<file path="src/rtl/mem_rmw_sequencer.sv">
// -----------------------------------------------------------------------------
// mem_rmw_sequencer
//
// Request-side sequencer for the erasable/fixed memory port. It accepts one
// command at a time (READ, WRITE, INCR, ADS) and runs it as a short
// read/modify/write sequence, ending with a one-cycle done pulse. This block is
// the only driver of the memory write enable.
//
// Optional feature: define MEM_REGGUARD_EN to block writes to the CPU-register
// mirror (addresses 0x000-0x00F). Guarded writes still run to completion, with
// err_o set and no write enable.
//
// Ports:
//   clk, rst_n           clock, asynchronous active-low reset
//   req_i                command request, sampled only while idle
//   cmd_i                0 READ, 1 WRITE, 2 INCR, 3 ADS
//   addr_i               target address
//   operand_i            WRITE data or ADS addend
//   opcode_in_i          bank-mapping opcode forwarded to memory
//   busy_o               high whenever not idle
//   done_o               one-cycle completion pulse
//   rdata_o              read value / written-back value, held until next accept
//   ovf_o                ones-complement overflow of INCR/ADS
//   err_o                write rejected by the register guard
//   mem_address_o        address presented to memory
//   mem_opcode_o         opcode presented to memory
//   mem_data_out_o       write data to memory (0 when not writing)
//   mem_write_enable_o   memory write enable
//   mem_result_i         memory read data (combinational from the address)
// -----------------------------------------------------------------------------
module mem_rmw_sequencer #(
  parameter int ADDR_W = 12,
  parameter int DATA_W = 16
) (
  input  logic              clk,
  input  logic              rst_n,
  input  logic              req_i,
  input  logic [1:0]        cmd_i,
  input  logic [ADDR_W-1:0] addr_i,
  input  logic [DATA_W-1:0] operand_i,
  input  logic [2:0]        opcode_in_i,
  output logic              busy_o,
  output logic              done_o,
  output logic [DATA_W-1:0] rdata_o,
  output logic              ovf_o,
  output logic              err_o,
  output logic [ADDR_W-1:0] mem_address_o,
  output logic [2:0]        mem_opcode_o,
  output logic [DATA_W-1:0] mem_data_out_o,
  output logic              mem_write_enable_o,
  input  logic [DATA_W-1:0] mem_result_i
);

  typedef enum logic [1:0] {
    S_IDLE   = 2'd0,
    S_ACCESS = 2'd1,
    S_WBACK  = 2'd2,
    S_DONE   = 2'd3
  } state_e;

  localparam logic [1:0] CMD_READ  = 2'd0;
  localparam logic [1:0] CMD_WRITE = 2'd1;
  localparam logic [1:0] CMD_INCR  = 2'd2;

  state_e            state_q, state_d;
  logic [1:0]        cmd_q, cmd_d;
  logic [ADDR_W-1:0] addr_q, addr_d;
  logic [DATA_W-1:0] operand_q, operand_d;
  logic [2:0]        opcode_q, opcode_d;
  logic [DATA_W-1:0] rdata_q, rdata_d;   // doubles as the read register
  logic              ovf_q, ovf_d;
  logic              err_q, err_d;

  logic              write_blocked;
  logic [DATA_W-1:0] write_data;

  // Ones-complement adder: end-around carry folds bit DATA_W back into bit 0.
  logic [DATA_W-1:0] addend;
  logic [DATA_W:0]   raw_sum;
  logic [DATA_W-1:0] sum;
  logic              sum_ovf;

  assign addend  = (cmd_q == CMD_INCR) ? {{(DATA_W-1){1'b0}}, 1'b1} : operand_q;
  assign raw_sum = {1'b0, rdata_q} + {1'b0, addend};
  assign sum     = raw_sum[DATA_W-1:0] + {{(DATA_W-1){1'b0}}, raw_sum[DATA_W]};
  assign sum_ovf = (rdata_q[DATA_W-1] == addend[DATA_W-1]) &&
                   (sum[DATA_W-1] != rdata_q[DATA_W-1]);

`ifdef MEM_REGGUARD_EN
  // The low 16 words mirror CPU registers and are rewritten by memory every
  // cycle, so any write there would be lost; READ is never blocked.
  assign write_blocked = (cmd_q != CMD_READ) && (addr_q[ADDR_W-1:4] == '0);
`else
  assign write_blocked = 1'b0;
`endif

  always_ff @(posedge clk or negedge rst_n) begin
    if (!rst_n) begin
      state_q   <= S_IDLE;
      cmd_q     <= CMD_READ;
      addr_q    <= '0;
      operand_q <= '0;
      opcode_q  <= '0;
      rdata_q   <= '0;
      ovf_q     <= 1'b0;
      err_q     <= 1'b0;
    end else begin
      state_q   <= state_d;
      cmd_q     <= cmd_d;
      addr_q    <= addr_d;
      operand_q <= operand_d;
      opcode_q  <= opcode_d;
      rdata_q   <= rdata_d;
      ovf_q     <= ovf_d;
      err_q     <= err_d;
    end
  end

  // Write enable is decoded from registered state only, so an asynchronous
  // reset removes it immediately.
  always_comb begin
    state_d            = state_q;
    cmd_d              = cmd_q;
    addr_d             = addr_q;
    operand_d          = operand_q;
    opcode_d           = opcode_q;
    rdata_d            = rdata_q;
    ovf_d              = ovf_q;
    err_d              = err_q;
    mem_write_enable_o = 1'b0;
    write_data         = '0;

    case (state_q)
      S_IDLE: begin
        if (req_i) begin
          cmd_d     = cmd_i;
          addr_d    = addr_i;
          operand_d = operand_i;
          opcode_d  = opcode_in_i;
          ovf_d     = 1'b0;
          err_d     = 1'b0;
          state_d   = S_ACCESS;
        end
      end
      S_ACCESS: begin
        err_d = write_blocked;
        if (cmd_q == CMD_WRITE) begin
          mem_write_enable_o = !write_blocked;
          write_data         = operand_q;
          state_d            = S_DONE;
        end else begin
          rdata_d = mem_result_i;
          state_d = (cmd_q == CMD_READ) ? S_DONE : S_WBACK;
        end
      end
      S_WBACK: begin
        mem_write_enable_o = !write_blocked;
        write_data         = sum;
        rdata_d            = sum;
        ovf_d              = sum_ovf;
        state_d            = S_DONE;
      end
      S_DONE: begin
        state_d = S_IDLE;
      end
      default: begin
        state_d = S_IDLE;
      end
    endcase
  end

  assign mem_data_out_o = mem_write_enable_o ? write_data : '0;
  assign mem_address_o  = addr_q;
  assign mem_opcode_o   = opcode_q;
  assign busy_o         = (state_q != S_IDLE);
  assign done_o         = (state_q == S_DONE);
  assign rdata_o        = rdata_q;
  assign ovf_o          = ovf_q;
  assign err_o          = err_q;

endmodule
</file>
<file path="config.mk">
export PLATFORM = sky130hd
export DESIGN_NAME = mem_rmw_sequencer
export DESIGN_NICKNAME = d
export VERILOG_FILES = /design/src/rtl/mem_rmw_sequencer.sv
export SDC_FILE = /design/constraint.sdc
export NUM_CORES = 1
export LEC_CHECK = 0
export ABC_AREA = 1
export BUFFER_PORTS_ARGS = -buffer_cell sky130_fd_sc_hd__buf_2
export CAP_MARGIN = 30
export CORE_MARGIN = 4
export CORE_UTILIZATION = 53
export DETAILED_ROUTE_END_ITERATION = 12
export GPL_TIMING_DRIVEN = 1
export PLACE_DENSITY = 0.81
export SLEW_MARGIN = 40
export SYNTH_ARGS = -nofsm -noshare
export SYNTH_HDL_FRONTEND = slang
export SYNTH_SLANG_ARGS = --single-unit
</file>
<file path="constraint.sdc">
create_clock -name clk -period 4.75 [get_ports clk]
set_input_delay 0.95 -clock clk [delete_from_list [all_inputs] [get_ports clk]]
set_output_delay 0.95 -clock clk [all_outputs]
set_load 0.05 [all_outputs]
</file>
Word-level counts from Yosys, hierarchy flattened
Index checks and enable logic that the tools add are counted.

word-level totals
  register bits after elaboration = 53
  bits in latches = 0
  bits in writable memories = 0
  ROM bits = 0
  logic and storage cells = 45
  memories = 0

operators by class
  add/subtract/negate cells = 2
  multipliers = 0
  div/mod/pow operators = 0
  $lt $le $gt $ge = 0
  eq/ne operators = 9
  shift operators = 0
  multiplexer cells = 15
  bitwise operators = 0
  reductions and logical operators = 11

operators by type and width
  cell                  count
  $mux W16              4
  $pmux W16 S2          2
  $add A16 B16 Y17      1
  $add A16 B1 Y16       1
  $pmux W2 S4           1
  $reduce_and A2 Y1     4
  $reduce_bool A2 Y1    4
  $eq A2 B2 Y1 const B  3
  $pmux W1 S2           3
  $eq A2 B1 Y1 const B  2
  $logic_not A2 Y1      2
  $mux W1               4
  $ne A2 B2 Y1 const B  2
  $mux W2               1
  $eq A1 B1 Y1          1
  $logic_and A1 B1 Y1   1
  $ne A1 B1 Y1          1

Logic depth before layout (Yosys ltp)
Gate-level depths: netlist of run 1.

  depth after elaboration = 7
  depth in mapped cells = 26
  depth with buffers taken out = 25

Worst setup path before layout of run 1
OpenSTA, ideal clock, no wires.

  kind = flip-flop to output port
  start = register cmd_q[0]
  end = output mem_data_out_o[10]
  arrival = 3.901 ns
  path slack = -0.101 ns
  cell stages (with the launch flop) = 24
  cell sequence = dfrtp_1 > nor2_1 > clkbuf_1 > nor2_1 > ha_1 > nand2_1 > inv_1 > nand2_1 > nor3_1 > nand2_1 > nand2_1 > a21oi_1 > o21bai_1 > ha_1 > ha_1 > inv_1 > nor2_2 > nand3_2 > nor2_4 > nand2_4 > nor2_4 > xor2_1 > nand2_1 > a21oi_1

between the ends
  word-level cells in the longest chain between the ends = 6

ends and longest elaborated chain
  item                    RTL line  text
  from (decl)             66        logic [1:0] cmd_q, cmd_d;
  from (signal assigned)  109       cmd_q <= cmd_d;
  $eq A2 B2 Y1            83        assign addend = (cmd_q == CMD_INCR) ? {{(DATA_W-1){1'b0}}, 1'b1} : operand_q;
  $mux W16                83
  $add A16 B16 Y17        84        assign raw_sum = {1'b0, rdata_q} + {1'b0, addend};
  $add A16 B1 Y16         85        assign sum = raw_sum[DATA_W-1:0] + {{(DATA_W-1){1'b0}}, raw_sum[DATA_W]};
  $pmux W16 S2            133       case (state_q)
  $mux W16 (*)            172       assign mem_data_out_o = mem_write_enable_o ? write_data : '0;
  to (decl)               49        output logic [DATA_W-1:0] mem_data_out_o,

Mark *: on every way between the ends. The rest lies on a longest branch, timed or not.

Final worst setup path of run 1
Ends and elaborated chain as after synthesis.

==> results.md, run 1 <==
* Worst-margin pin slew at 0.8535 ns
* Failing checks: setup timing
* Final hold violations at 0
* Setup-failing EPs final at 5
* Post-synth EDFFs at 0
* Initial antenna violation count at 0
* Pin count of the biggest net entering global routing at 53
* ANT cells at 0
* Setup ws final at -0.08845 ns
* Post-synthesis sequential area ratio at 0.3427
* DR vias at 4165
* Leading area contributor after synthesis: dfrtp_1
* Synth top area share at 0.3427
* Hold Crit Class: reg -> reg
* Mapped Avg Cell Area at 7.165 um2
* I/O Buffers at slightly above 100
* Crit Path Max Fanout at 7
* Worst-skew pair later-pin latency at ~0.32 ns
* Primary FF master, synth: dfrtp_1
* Clock-pin slew on the worst setup and hold paths at 0.10 ns
* Clk sinks at 52
* Cells after synthesis at 530
* Total Routed Length at 12200 um
* Count of cell types in the netlist at 39
* Min-Delay Path Depth at 1
* Slew HR at 0.4304
* Cts hold-fix bufs at 0
* Worst EP required at approximately 3.8 ns
* Synth warn at 0
* Via density per instance at 5.466
* FP Rows at 30
* DRT iter0 DRCs at 332
* Dpl cell area at 0.004412 mm2
* R2R Setup Slk at about 1.2 ns
* Maxcap violations at 0
* DRC Markers at 0
* 1st-pass router iterations at 5
* Crit path launch: cmd_q[0]
* Vias in the first global route at between 3k and 4k
* Pre-CTS setup slack at approximately 0.13 ns
* Initial core utilization at 0.5528
* #FFs+latches synth at 52
* Die area at 0.008583 mm2
* FF-to-FF Start: cmd_q[0]
* Startpoint types: register
* GP Congestion at 0.9589
* Root buffer cell: clkbuf_8
* Post-Syn Area at between 0.003 and 0.004 mm2
* Share of flip-flops with an asynchronous set or reset at 1.000
* Area Growth Syn to Fin at 34.07%
* Post-Syn Nets at 605
* Leading cell types in the layout, fill and taps excluded: 111 x nand2_1, 92 x buf_2, 67 x a21oi_1, 66 x inv_1, 53 x nor2_1
* Skew final at 0.01851 ns
* Setup crit end: mem_data_out_o[10]
* FF-to-FF End: rdata_o[10]
* IO Pins at 104
* Status: finished, violations left
* Routed len/inst at about 16 um
* Num CTS Buffers at 5
* Ratio of cells with drive above 1 in the final layout at 0.3769
* First-pass GRT wire length at ~19000 um
* Core Region at 0.006869 mm2
* Final #Nets at 740
* CP arrival at 3.89 ns
* Worst Setup End Kind: output port
* Final max-slew violation count at 0
* Finished Core Util at 0.7412
* Top post-synthesis cells by area: dfrtp_1 34%, nand2_1 12%, a21oi_1 10%
* Die Y at 92.65 um
* Die X at roughly 90 um
* Post-route ant nets at 0
* WS Path Type: reg -> out
* Fin area at 0.005091 mm2
* Global route overflow at 0
* Longest Clk Path Bufs at 2
* Post-DP HPWL at approximately 8500 um
* RSZ-0062 raised after global routing: yes
* Minimum period implied by the final worst setup slack at 4.838 ns
* Final worst-path cycle share at 1.019
* Max Freq at 206.7 MHz
* H-Tree Depth at 2
* Total negative setup slack at -0.3187 ns
* Most common cell after layout, fill and taps aside: nand2_1
* Overall Global Routing Usage at 0.2715
* Worst R2R Path Depth at 24
* CTS tree: built
[per-layer routing]
layer,wire length (um),up-vias,track usage
met5,0,-,0
met1,5052,1958,0.3705
met4,267,0,0.06105
met2,5995,196,0.4489
met3,889,38,0.05199
li1,-,1973,-
[worst min path at each step]
stage / from / to
6_report: mem_address_o[8] / mem_address_o[8]
5_1_grt: mem_address_o[9] / mem_address_o[9]
4_1_cts: mem_address_o[9] / mem_address_o[9]
3_5_place_dp: mem_address_o[9] / mem_address_o[9]
3_3_place_gp: mem_address_o[8] / mem_address_o[8]
2_1_floorplan: operand_q[0] / operand_q[0]
[metrics by stage]
step / hold slack, ns / std cells
6_report: 0.5087 / 762
5_1_grt: 0.5149 / 762
4_1_cts: 0.5118 / 742
3_5_place_dp: 0.4886 / 718
3_3_place_gp: 0.4835 / 718
2_1_floorplan: 0.5029 / 530
[registers in the layout (all words and copies together) (netlist names)]
name,flops
ovf_o,1
operand_q,16
mem_address_o,12
cmd_q,2
state_q,2
mem_opcode_o,3
rdata_o,16
[critical path, cell delays in order (launching register included)]
cell and delay (ns):
dfrtp_2 0.45, nor2_4 0.16, buf_6 0.17, nor2_2 0.06, ha_4 0.28, nand2_2 0.06, inv_2 0.06, nand2_2 0.06
nor3_2 0.18, nand2_2 0.08, nand2_2 0.07, a21oi_2 0.05, o21bai_1 0.17, ha_2 0.25, ha_4 0.15, inv_2 0.05
nor2_4 0.09, nand3_2 0.11, nor2_4 0.16, nand2_4 0.08, nor2_4 0.15, xor2_1 0.17, nand2_1 0.12, a21oi_2 0.20
buf_6 0.19
[synth_stat cells (all sizes together) (3+ instances only)]
cell	number
dfrtp	52
clkbuf	11
xnor2	3
o21ai	6
nand3	39
nand2	136
inv	72
ha	22
nor2	70
mux2	16
buf	3
nand4	5
a21oi	78
[cell type report]
| cell class | instances | area [um2] |
|---|---|---|
| clock buffer | 6 | 82.58 |
| clock inverter | 2 | 38.79 |
| fill | 526 | 1778 |
| inverter | 74 | 277.8 |
| multi-input combinational | 390 | 2400 |
| sequential | 52 | 1303 |
| tap | 96 | 120.1 |
| timing repair buffer | 142 | 869.6 |
[logic make-up (layout without fill, tap and decap cells)]
family / Yosys count / in the layout / synth area share
adders and majority gates: 23 / 23 / 0.07776
AOI/OAI and AO/OA: 90 / 90 / 0.1236
xor gates and xnor gates: 4 / 4 / 0.009227
and+or+nand+nor: 256 / 256 / 0.3101
DFF: 52 / 52 / 0.3427
muxes: 16 / 16 / 0.04745
buffers and inverters: 88 / 224 / 0.08830
other: 1 / 1 / 0.0009875
[timing repair]
action	CTS	global route
pin swaps	13	46
endpoints found under the setup margin	10	10
gates cloned	1	0
resized for setup	15	70
setup buffers	15	20
Power of run 1 is left out: the tool's default activity adds up to more than one toggle a clock period on the data nets, which glitch-free logic cannot reach.
==> inputs of run 2 (changes only) <==
--- a/config.mk
+++ b/config.mk
@@ -13,6 +13,7 @@
 export DETAILED_ROUTE_END_ITERATION = 12
 export GPL_TIMING_DRIVEN = 1
 export PLACE_DENSITY = 0.81
+export SETUP_SLACK_MARGIN = 0.4
 export SLEW_MARGIN = 40
 export SYNTH_ARGS = -nofsm -noshare
 export SYNTH_HDL_FRONTEND = slang
==> results.md, run 2 (synthesized netlist as in run 1, its figures left out) <==
* Status: finished, violations left
* Failing checks: setup timing
* GP Congestion at 0.9278 (-3.2%)
* First-pass GRT wire length at 22710 um (+21%)
* Post-DP HPWL at 8401 um (-0.74%)
* Placed insts at 719 (+0.14%)
* RSZ-0062 raised after global routing: yes
* DRT iter0 DRCs at 759 (+130%)
* Die X at 92.65 um (unchanged)
* Setup-failing EPs final at 14 (+9)
* Maxcap violations at 0 (unchanged)
* Min-delay src: mem_address_o[9]
* Vias in the first global route at 4819 (+24%)
* FP Rows at 30 (unchanged)
* Most numerous cell on the critical path: nor2_4
* Global route overflow at 0 (unchanged)
* WS Path Type: reg -> out
* Ratio of cells with drive above 1 in the final layout at 0.4258 (+0.04892)
* Most common cell after layout, fill and taps aside: nand2_1
* Top delay family on crit path: simple AND/OR/NAND/NOR gates
* Die Y at 92.65 um (unchanged)
* Post-route ant nets at 0 (unchanged)
* Final worst-path cycle share at 1.089 (+0.07042)
* WHS Endpoint: mem_address_o[9]
* Clock-pin slew on the worst setup and hold paths at 0.10 ns (about the same)
* 1st-pass router iterations at 6 (+1)
* Via density per instance at 6.106 (+12%)
* R2R Setup Slk at -0.34 ns (-1.50 ns)
* H-Tree Depth at 2 (unchanged)
* CP Buf/Inv Count at 4 (unchanged)
* Pre-CTS setup slack at 0.1306 ns (+0.004326 ns)
* Total Routed Length at 16120 um (+32%)
* Die area at 0.008583 mm2 (unchanged)
* DR vias at 4989 (+20%)
* Clk sinks at 52 (unchanged)
* Root buffer cell: clkbuf_8
* CP Cell Sequence: nor2_4 -> buf_12 -> buf_8 -> nor2_1 -> ha_1 -> nand2_2 -> nor2_1 -> a21oi_2 -> nand2_2 -> a21oi_2 -> o21bai_1 -> ha_2 -> ha_4 -> inv_4 -> nor2_4 -> nand3_2 -> nor2_4 -> nand2_4 -> nor2_4 -> nand2_1 -> nand3_1 -> nand3_2 -> a21oi_4 -> buf_8
* CTS tree: built
* Num CTS Buffers at 5 (unchanged)
* Total negative setup slack at -3.745 ns (-3.427 ns)
* FF-to-FF Start: cmd_q[0]
* Worst-skew pair later-pin latency at 0.33 ns (about the same)
* Leading cell types in the layout, fill and taps excluded: 107 x nand2_1, 93 x buf_4, 87 x buf_2, 67 x inv_1, 62 x a21oi_1
* Final #Nets at 795 (+7.4%)
* Worst Setup End Kind: output port
* Crit-path slowest cell: dfrtp_1
* Worst-margin pin slew at 0.9097 ns (+0.05625 ns)
* Min-Delay Path Depth at 1 (unchanged)
* Initial antenna violation count at 0 (unchanged)
* Final max-slew violation count at 0 (unchanged)
* Routed len/inst at 19.73 um (+23%)
* Max Freq at 193.3 MHz (-6.5%)
* Post-Layout Cell Count at 817 (+7.2%)
* Longest Clk Path Bufs at 2 (unchanged)
* Worst EP required at 3.80 ns (about the same)
* Worst stage delay on the critical path at 0.44 ns (about the same)
* Startpoint types: register
* CP arrival at 4.22 ns (+0.33 ns)
* Area Growth Syn to Fin at 46.62%
* I/O Buffers at 102 (unchanged)
* Overall Global Routing Usage at 0.3327 (+0.06125)
* Initial core utilization at 0.5528 (unchanged)
* Fillcell total at 418 (-21%)
* Core Region at 0.006869 mm2 (unchanged)
* Min Hold Slack at 0.5098 ns (+0.001063 ns)
* ANT cells at 0 (unchanged)
* Worst R2R Path Depth at 34 (+42%)
* Crit Path Max Fanout at 7 (unchanged)
* Cts hold-fix bufs at 0 (unchanged)
* Hold Crit Class: reg -> reg
* Minimum period implied by the final worst setup slack at 5.173 ns (+0.3345 ns)
* FF-to-FF End: rdata_o[10]
* Slew HR at 0.3929 (-0.03754)
* Skew final at 0.01455 ns (-0.003958 ns)
* Final hold violations at 0 (unchanged)
* Setup ws final at -0.4230 ns (-0.3345 ns)
* DRC Markers at 0 (unchanged)
* IO Pins at 104 (unchanged)
* Pin count of the biggest net entering global routing at 53 (unchanged)
[run 2: layer usage]
layer | wire, um | share of wire | track usage | vias up
met5 | 0 | 0 | 0 | -
met4 | 1375 | 0.085 | 0.1661 | 0
met3 | 2049 | 0.13 | 0.09342 | 166
met2 | 7157 | 0.44 | 0.5456 | 471
met1 | 5533 | 0.34 | 0.4000 | 2274
li1 | - | - | - | 2078
[run 2: repair_timing]
item	CTS	global route
pin swaps	39	32
gates resized for setup	55	39
gates cloned	0	0
setup endpoints to repair	14	16
setup buffers	74	16
[run 2: cell type report]
cell class / count / area (um2) / share of cell area
clock buffers: 6 / 72.57 / 0.01303
clock inverters: 2 / 17.52 / 0.003146
inverters: 74 / 282.8 / 0.05079
multi-input cells: 390 / 2432 / 0.4369
flip-flops and latches: 52 / 1301 / 0.2337
well taps: 96 / 120.1 / 0.02157
repair buffers: 197 / 1341 / 0.2409
[run 2: worst max-delay path by stage]
| stage | start | to | slack, ns | cells after the start |
|---|---|---|---|---|
| 6_report | cmd_q[0] | mem_data_out_o[12] | -0.42 | 24 |
| 5_1_grt | cmd_q[0] | mem_data_out_o[4] | -0.57 | 25 |
| 4_1_cts | cmd_q[0] | mem_data_out_o[10] | 0.05 | 25 |
| 3_5_place_dp | cmd_q[1] | mem_data_out_o[14] | 0.13 | 26 |
| 3_3_place_gp | cmd_q[0] | mem_data_out_o[14] | 0.23 | 25 |
| 2_1_floorplan | cmd_q[0] | mem_data_out_o[10] | 0.31 | 23 |
[run 2: worst register-to-register path, delay by kind of cell, from the launching register on]
family,cells,cell delay (ns)
xor gates and xnor gates,1,0.20
and+or+nand+nor,11,1.33
adders and majority gates,3,0.74
AOI/OAI and AO/OA,4,0.51
DFF,1,0.44
buffers and inverters,15,1.82
[run 2: metrics by stage]
step	util	instance area (um2)
final	0.8106	5568
after global routing	0.8106	5568
after CTS	0.7723	5305
after detailed placement	0.6521	4479
after global placement	0.6514	4474
after floorplan	-	3850
Power of run 2 is left out for the same reason.
==> inputs of run 3 (changes only) <==
--- a/config.mk
+++ b/config.mk
@@ -8,6 +8,7 @@
 export ABC_AREA = 1
 export BUFFER_PORTS_ARGS = -buffer_cell sky130_fd_sc_hd__buf_2
 export CAP_MARGIN = 30
+export CORE_ASPECT_RATIO = 1.4
 export CORE_MARGIN = 4
 export CORE_UTILIZATION = 53
 export DETAILED_ROUTE_END_ITERATION = 12
==> results.md, run 3 (synthesized netlist as in run 1, its figures left out) <==
* DRT iter0 DRCs at 640 (-16%)
* Max Freq at 196.5 MHz (+1.7%)
* Worst stage delay on the critical path at 0.43 ns (about the same)
* Clock-pin slew on the worst setup and hold paths at 0.10 ns (about the same)
* Num CTS Buffers at 5 (unchanged)
* Post-route ant nets at 0 (unchanged)
* Skew final at 0.01025 ns (-0.004301 ns)
* Crit-path slowest cell: dfrtp_1
* Dpl cell area at 0.004471 mm2 (-0.20%)
* Hold Crit Class: reg -> reg
* Fin area at 0.005640 mm2 (+1.3%)
* Core Region at 0.006982 mm2 (+1.6%)
* Maxcap violations at 0 (unchanged)
* Via density per instance at 6.249 (+2.3%)
* Top delay family on crit path: simple AND/OR/NAND/NOR gates
* Fillcell total at 383 (-8.4%)
* Worst-margin pin slew at 0.8497 ns (-0.06004 ns)
* CP Buf/Inv Count at 3 (-1)
* Post-DP HPWL at 8363 um (-0.45%)
* GP Congestion at 0.9228 (-0.54%)
* Initial antenna violation count at 0 (unchanged)
* Final #Nets at 785 (-1.3%)
* Startpoint types: register
* Clk sinks at 52 (unchanged)
* DR vias at 5037 (+0.96%)
* Total Routed Length at 16290 um (+1.1%)
* Longest Clk Path Bufs at 2 (unchanged)
* WS Path Type: reg -> out
* Final hold violations at 0 (unchanged)
* Leading cell types in the layout, fill and taps excluded: 108 x nand2_1, 87 x buf_2, 83 x buf_4, 65 x inv_1, 63 x a21oi_1
* ANT cells at 0 (unchanged)
* Worst Setup End Kind: output port
* Overall Global Routing Usage at 0.3185 (-0.01418)
* Setup-failing EPs final at 11 (-3)
* Final max-slew violation count at 0 (unchanged)
* Post-Layout Cell Count at 806 (-1.3%)
* Worst-skew pair later-pin latency at 0.33 ns (about the same)
* H-Tree Depth at 2 (unchanged)
* Failing checks: setup timing
* Status: finished, violations left
* RSZ-0062 raised after global routing: yes
* CTS tree: built
* Minimum period implied by the final worst setup slack at 5.088 ns (-0.08512 ns)
* I/O Buffers at 102 (unchanged)
* Crit Path Max Fanout at 6 (-1)
* Vias in the first global route at 4595 (-4.6%)
* Final worst-path cycle share at 1.071 (-0.01792)
* Die X at 79.54 um (-14%)
* Die area at 0.008603 mm2 (+0.23%)
* Initial core utilization at 0.5439 (-0.008917)
* Worst EP required at 3.80 ns (about the same)
* Die Y at 108.2 um (+17%)
* Min Hold Slack at 0.5149 ns (+0.005091 ns)
* Most common cell after layout, fill and taps aside: nand2_1
* Routed len/inst at 20.21 um (+2.5%)
* 1st-pass router iterations at 8 (+2)
* Placed insts at 717 (-0.28%)
* CP arrival at 4.14 ns (-0.08 ns)
* IO Pins at 104 (unchanged)
* Setup ws final at -0.3378 ns (+0.08512 ns)
* Slew HR at 0.4329 (+0.04007)
* Pin count of the biggest net entering global routing at 53 (unchanged)
* Most numerous cell on the critical path: nand2_1
* Finished Core Util at 0.8079 (-0.002680)
* First-pass GRT wire length at 21450 um (-5.5%)
* Ratio of cells with drive above 1 in the final layout at 0.4402 (+0.01443)
* Area Growth Syn to Fin at 48.53%
* Root buffer cell: clkbuf_8
* DRC Markers at 0 (unchanged)
* Global route overflow at 0 (unchanged)
* FP Rows at 36 (+20%)
-- run 3: cell types whose count changed in the layout (fill, tap and decap cells not counted), moves of 4 or more --
cell and change:
nor2_1 -6, nor2_4 +4, ha_1 -7, buf_4 -10
ha_4 +6
-- run 3: area by class of cell --
cell class / instances / area [um2] / share of cell area
tap: 95 / 118.9 / 0.02107
clock buffer: 6 / 72.57 / 0.01287
inverter: 74 / 285.3 / 0.05058
sequential: 52 / 1301 / 0.2307
timing repair buffer: 187 / 1281 / 0.2272
clock inverter: 2 / 17.52 / 0.003106
multi-input combinational: 390 / 2564 / 0.4545
-- run 3: path summary, 6_finish.rpt --
check	startpoint	endpoint	slack [ns]	cells after the start
setup reg to reg	cmd_q[0]	rdata_o[10]	0.87	26
hold / removal	mem_address_o[8]	mem_address_o[8]	0.51	1
hold reg to reg	mem_address_o[8]	mem_address_o[8]	0.51	1
min in group asynchronous	rst_n	rdata_o[1]	0.74	2
max in group asynchronous	rst_n	rdata_o[8]	3.56	2
setup / recovery	cmd_q[0]	mem_data_out_o[13]	-0.34	25
-- run 3: through the flow --
step                setup WS [ns]  TNS, ns
floorplan                  0.3139        0
global placement           0.2533        0
detailed placement         0.1359        0
CTS                       0.08703        0
global route              -0.4566   -3.935
finish                    -0.3378   -2.464
-- run 3: repair_timing --
action                     in CTS  in global routing
setup endpoints to repair      15                 15
gates cloned                    1                  0
pin swaps                      29                 42
resized for setup              79                 36
hold buffers                    0                  0
buffers inserted               53                 27
-- run 3: worst reg2reg max path, stage by stage (launching register included) --
cell      delay (ns)
dfrtp_1         0.43
nor2_4          0.19
buf_12          0.17
buf_12          0.12
nor2_2          0.05
ha_4            0.30
nand2_1         0.07
nand2_1         0.11
nand2_1         0.10
nand2_1         0.09
a21oi_2         0.05
nand2_2         0.09
a21oi_2         0.05
o21bai_1        0.16
ha_2            0.23
ha_4            0.15
inv_4           0.04
nor2_4          0.09
nand3_2         0.11
nor2_4          0.18
nand2_4         0.09
nor2_4          0.19
xor2_1          0.17
nand2_1         0.12
buf_4           0.19
buf_4           0.12
a21oi_1         0.13
-- run 3: routing by layer --
metal | GRT usage | vias to the layer above | wire [um]
met1 | 0.3537 | 2299 | 5242
met4 | 0.2224 | 0 | 1409
li1 | - | 2058 | -
met5 | 0 | - | 0
met3 | 0.06417 | 162 | 1980
met2 | 0.5388 | 518 | 7657
Power of run 3 is left out for the same reason.
